### src/rtl/input_debouncer_pkg.sv
// Shared definitions for the input debouncer.
// Holds the per-channel FSM state encoding and the default
// stability count and counter width used by input_debouncer.
package input_debouncer_pkg;

    // Gray-like encoding: STABLE_* states carry the output level in bit 1.
    typedef enum logic [1:0] {
        STABLE_LOW  = 2'b00,
        PEND_HIGH   = 2'b01,
        STABLE_HIGH = 2'b11,
        PEND_LOW    = 2'b10
    } deb_state_e;

    localparam int DEFAULT_STABLE_COUNT = 4;
    localparam int DEFAULT_CNT_WIDTH    = 16;

endpackage : input_debouncer_pkg

### src/rtl/debounce_channel.sv
// One debounced input channel.
// Two-flop synchroniser, stability counter and four-state FSM.
// The clean level changes only after the synchronised input has held
// the new value for STABLE_COUNT consecutive cycles; a one-cycle rise
// or fall strobe accompanies the first cycle of the new level.
//
// Ports:
//   clk     system clock, rising edge
//   rst     synchronous active-high reset
//   raw     asynchronous raw input
//   level   debounced level (registered)
//   rise    one-cycle strobe on level 0->1
//   fall    one-cycle strobe on level 1->0
module debounce_channel
    import input_debouncer_pkg::*;
#(
    parameter int STABLE_COUNT = DEFAULT_STABLE_COUNT,
    parameter int CNT_WIDTH    = DEFAULT_CNT_WIDTH
) (
    input  logic clk,
    input  logic rst,
    input  logic raw,
    output logic level,
    output logic rise,
    output logic fall
);

    // Terminal count compared at full counter width.
    localparam logic [CNT_WIDTH-1:0] CNT_LAST = CNT_WIDTH'(STABLE_COUNT - 1);
    localparam logic [CNT_WIDTH-1:0] CNT_ONE  = {{(CNT_WIDTH-1){1'b0}}, 1'b1};

    logic                 sync1_q;
    logic                 sync2_q;
    deb_state_e           state_q;
    logic [CNT_WIDTH-1:0] cnt_q;
    logic [CNT_WIDTH-1:0] cnt_d;
    logic                 level_q;
    logic                 rise_q;
    logic                 fall_q;

    // Counter never passes CNT_LAST, so the increment cannot wrap.
    assign cnt_d = cnt_q + CNT_ONE;

    always_ff @(posedge clk) begin
        if (rst) begin
            sync1_q <= 1'b0;
            sync2_q <= 1'b0;
            state_q <= STABLE_LOW;
            cnt_q   <= '0;
            level_q <= 1'b0;
            rise_q  <= 1'b0;
            fall_q  <= 1'b0;
        end else begin
            // sync1_q may go metastable; only sync2_q feeds the FSM.
            sync1_q <= raw;
            sync2_q <= sync1_q;
            rise_q  <= 1'b0;
            fall_q  <= 1'b0;
            case (state_q)
                STABLE_LOW: begin
                    if (sync2_q) begin
                        state_q <= PEND_HIGH;
                        cnt_q   <= '0;
                    end
                end
                PEND_HIGH: begin
                    if (!sync2_q) begin
                        // Reversal: drop the pending edge silently.
                        state_q <= STABLE_LOW;
                        cnt_q   <= '0;
                    end else if (cnt_q == CNT_LAST) begin
                        state_q <= STABLE_HIGH;
                        cnt_q   <= '0;
                        level_q <= 1'b1;
                        rise_q  <= 1'b1;
                    end else begin
                        cnt_q <= cnt_d;
                    end
                end
                STABLE_HIGH: begin
                    if (!sync2_q) begin
                        state_q <= PEND_LOW;
                        cnt_q   <= '0;
                    end
                end
                PEND_LOW: begin
                    if (sync2_q) begin
                        state_q <= STABLE_HIGH;
                        cnt_q   <= '0;
                    end else if (cnt_q == CNT_LAST) begin
                        state_q <= STABLE_LOW;
                        cnt_q   <= '0;
                        level_q <= 1'b0;
                        fall_q  <= 1'b1;
                    end else begin
                        cnt_q <= cnt_d;
                    end
                end
                default: begin
                    state_q <= STABLE_LOW;
                    cnt_q   <= '0;
                    level_q <= 1'b0;
                end
            endcase
        end
    end

    assign level = level_q;
    assign rise  = rise_q;
    assign fall  = fall_q;

endmodule : debounce_channel

### src/rtl/input_debouncer.sv
// Two-channel synchroniser/debouncer for board-level switch inputs.
// Channels A and B are independent instances of debounce_channel.
//
// Ports:
//   clk            system clock, rising edge
//   rst            synchronous active-high reset
//   raw_a, raw_b   asynchronous raw inputs
//   a, b           debounced levels (registered)
//   rise_a/fall_a  one-cycle edge strobes for a
//   rise_b/fall_b  one-cycle edge strobes for b
module input_debouncer
    import input_debouncer_pkg::*;
#(
    parameter int STABLE_COUNT = DEFAULT_STABLE_COUNT,
    parameter int CNT_WIDTH    = DEFAULT_CNT_WIDTH
) (
    input  logic clk,
    input  logic rst,
    input  logic raw_a,
    input  logic raw_b,
    output logic a,
    output logic b,
    output logic rise_a,
    output logic fall_a,
    output logic rise_b,
    output logic fall_b
);

    // Index 0 is channel A, index 1 is channel B.
    logic [1:0] raw_vec;
    logic [1:0] level_vec;
    logic [1:0] rise_vec;
    logic [1:0] fall_vec;

    assign raw_vec = {raw_b, raw_a};

    generate
        for (genvar gi = 0; gi < 2; gi++) begin : g_chan
            debounce_channel #(
                .STABLE_COUNT (STABLE_COUNT),
                .CNT_WIDTH    (CNT_WIDTH)
            ) u_chan (
                .clk   (clk),
                .rst   (rst),
                .raw   (raw_vec[gi]),
                .level (level_vec[gi]),
                .rise  (rise_vec[gi]),
                .fall  (fall_vec[gi])
            );
        end
    endgenerate

    assign a      = level_vec[0];
    assign b      = level_vec[1];
    assign rise_a = rise_vec[0];
    assign fall_a = fall_vec[0];
    assign rise_b = rise_vec[1];
    assign fall_b = fall_vec[1];

endmodule : input_debouncer
### config.mk
export PLATFORM = sky130hd
export DESIGN_NAME = input_debouncer
export DESIGN_NICKNAME = d
export VERILOG_FILES = /design/src/rtl/input_debouncer_pkg.sv /design/src/rtl/debounce_channel.sv /design/src/rtl/input_debouncer.sv
export SDC_FILE = /design/constraint.sdc
export NUM_CORES = 1
export LEC_CHECK = 0
export CAP_MARGIN = 40
export CORE_ASPECT_RATIO = 1.2
export CORE_MARGIN = 5
export CORE_UTILIZATION = 40
export DETAILED_ROUTE_END_ITERATION = 6
export SKIP_LAST_GASP = 1
export SLEW_MARGIN = 0
export SYNTH_ARGS = -nofsm -noshare
export SYNTH_HDL_FRONTEND = slang
export SYNTH_SLANG_ARGS = --single-unit
### constraint.sdc
create_clock -name clk -period 2.1 [get_ports clk]
set_input_delay 0.21 -clock clk [delete_from_list [all_inputs] [get_ports clk]]
set_output_delay 0.21 -clock clk [all_outputs]
set_load 0.005 [all_outputs]
==> impl_metrics.tcl, run 1 <==
set metrics [dict create \
    status "finished clean" \
    die_y_um 94.9 \
    cts_buffer_depth 2 \
    nets 329 \
    final-instance-count-excl-fill 398 \
    synth-adder-area-share_pct 5.20 \
    p_per_area_nw_per_um2 604 \
    p_leak_nw 0.987 \
    worst-setup-path-type "flip-flop to flip-flop" \
    synth-edff-count 0 \
    hold_viol 0 \
    clock_sinks 46 \
    critPathMostFrequentCell "or4_1" \
    crit_required_ns 2.33 \
    synth_commonest_cells "dfxtp_1, nor3_1, nand2_1" \
    synth.area.top_cells "dfxtp_1, ha_1, nor3_1" \
    wirelength_mm 5.42 \
    layout-drive-gt1-share_pct 20.6 \
    synth.top_cell.area_share_pct 38.3 \
    synth-xor-area-share_pct 5.10 \
    fin_crit_sh_pct 98.0 \
    crit_fanout 5 \
    std_cell_rows 31 \
    cts_tree "built" \
    vdd_drop_max_v 0.000330 \
    min_period_ns 2.06 \
    finalMaxSlewViolations 0 \
    fillerInstances 570 \
    fin_skew_ns 0.00733 \
    rsz0062_at_grt "true" \
    final_util_pct 49.4 \
    portBuffers 9 \
    worstSkewPairLatency_ns 0.29 \
    cts_buffers 5 \
    clock.fmax_mhz 486 \
    critPathMaxStageDelay_ns 0.56 \
    area_growth_pct 21.8 \
    hold_buffers 0 \
    worstMarginPinSlew_ns 0.466 \
    critPathLaunchType "flip-flop" \
    gr-total-overflow 0 \
    io_pins 10 \
    drt-wirelength-per-cell_um 13.6 \
    ys_async_sr_fraction_pct 0 \
    coreArea_um2 5930 \
    maxCapViolations 0 \
    avgSynthCellArea_um2 8.56 \
    cts_root_buf "clkbuf_8" \
    diodes 0 \
    syn_inst 281 \
    dp.final_hpwl_mm 3.96 \
    first_iter_violations 128 \
    stdcell_area_um2 2930 \
    max_slew_margin_pct 68.9 \
    grt_pass1_wl_mm 9.40 \
    dp_cells 386 \
    start_util_pct 40.5 \
    cp_slowest_cell "or4_1" \
    synth.net_count 295 \
    ys_warn_count 0 \
    worst_setup_path_end_kind "flip-flop" \
    power.total_mw 1.77 \
    synth_simple_gate_area_share_pct 31.5 \
    vias 2160 \
    gp_congestion 0.763 \
    drc 0 \
    ant_nets 0 \
    cp_cell_sequence "or4_1, o41a_1, or4_1, a21oi_1" \
    dpl_cell_area_um2 2760 \
    first_pass_iters 4 \
    track_usage_pct 15.5 \
    synth_top_family_by_area "simple AND/OR/NAND/NOR gates" \
    grt_max_degree 24 \
    synth_compound_area_share_pct 12.1 \
    critical_path.top_delay_family "simple AND/OR/NAND/NOR gates" \
    crit_buf_inv 0 \
    grt_pass1_vias 2128 \
    synth.area.mux_share_pct 3.33 \
    grt_antenna_before_repair 0 \
    die_area_um2 7670 \
    ys_seq_area_share_pct 38.3 \
    synth.ff_latch_count 46 \
    ys_types 43 \
    synth_area_um2 2400 \
    post-synth-top-count-cell "dfxtp_1" \
    die_width_um 80.8 \
    synth.largest_area_cell "dfxtp_1" \
    finalSetupViolations 0 \
    clk_pin_slew_ns 0.09 \
    cts.htree.levels 2 \
    hold_class "input pin to flip-flop" \
    worstPathArrival_ns 2.29 \
    synth-main-ff-cell "dfxtp_1" \
    drt-vias-per-instance 5.43 \
]
==> metal layers <==
layer	global-route usage, %	vias up	share of wire, %	routed length [um]
met3	2.86	9	1.8	96
li1	-	1124	-	-
met5	0	-	0	0
met2	30.0	17	53	2880
met4	6.34	0	1.8	97
met1	16.0	1010	43	2350
==> where the power goes <==
| part | switching [mW] | total [mW] | internal, mW |
|---|---|---|---|
| clock network | 0.295 | 0.561 | 0.266 |
| registers | 0.0151 | 0.906 | 0.891 |
| logic | 0.172 | 0.303 | 0.131 |
==> cell usage in the layout (no fill, tap or decap), drive strengths merged, types with 9 or more instances in the layout <==
cell	count
dfxtp	46
buf	35
nor3	25
nand2	18
nand3	15
a21oi	15
nand4	14
or3	10
ha	10
inv	10
o21ai	9
a211oi	9
nor4	9
==> layout make-up <==
cell class                 count  area, um^2  area share [%]
clock buffer                   7        86.3            2.95
multi-input combinational    209        1430            48.9
timing repair buffer          43         340            11.6
tap                           82         103            3.50
clock inverter                 1        5.00           0.171
sequential                    46         926            31.6
inverter                      10        37.5            1.28
==> registers in the layout (all words and copies together) (netlist names) <==
| signal | cells |
|---|---|
| g_chan.u_chan.state_q | 4 |
| g_chan.u_chan.sync1_q | 2 |
| g_chan.u_chan.level | 2 |
| g_chan.u_chan.sync2_q | 2 |
| g_chan.u_chan.cnt_q | 32 |
| g_chan.u_chan.rise | 2 |
| g_chan.u_chan.fall | 2 |
==> what timing repair did <==
| action | CTS | global route |
|---|---|---|
| setup buffers | 2 | 2 |
| pin swaps | 1 | 1 |
| setup endpoints to repair | 2 | 5 |
| gates resized for setup | 5 | 6 |
==> worst reg2reg max path, delay by kind of cell (launching register included) <==
kind	cells	cell delay [ns]
DFF	1	0.32
and+or+nand+nor	2	1.05
AOI/OAI and AO/OA	2	0.64
==> logic make-up after synthesis <==
kind of cell / after synthesis
fa+ha+maj: 10
xor+xnor: 14
simple gates: 132
compound gates: 46
mux: 7
flops: 46
buf+inv: 26
==> worst paths after layout <==
check | startpoint | to | slack (ns) | cells past startpoint
max | g_chan[1].u_chan.cnt_q[8]$_SDFFE_PP0P_ | g_chan[1].u_chan.state_q[1]$_SDFFE_PP0P_ | 0.04 | 4
min | rst | g_chan[0].u_chan.sync2_q$_SDFF_PP0_ | 0.34 | 2
max reg2reg | g_chan[1].u_chan.cnt_q[8]$_SDFFE_PP0P_ | g_chan[1].u_chan.state_q[1]$_SDFFE_PP0P_ | 0.04 | 4
min reg2reg | g_chan[0].u_chan.sync1_q$_SDFF_PP0_ | g_chan[0].u_chan.sync2_q$_SDFF_PP0_ | 0.43 | 1
==> stage by stage <==
step	hold slack, ns	setup WS, ns	setup TNS, ns
4_1_cts	0.334	0.00197	0
3_3_place_gp	0.418	0.0601	0
2_1_floorplan	0.338	-0.0108	-0.0108
5_1_grt	0.380	-0.0426	-0.0545
3_5_place_dp	0.426	0.0129	0
6_report	0.344	0.0430	0
(Power assumes the default switching activity.)
==> run 2, diff against run 1 <==
- SLEW_MARGIN: 0 -> 15
==> results of run 2 <==
The final DEF is identical to that of run 1; final timing and power are the same.
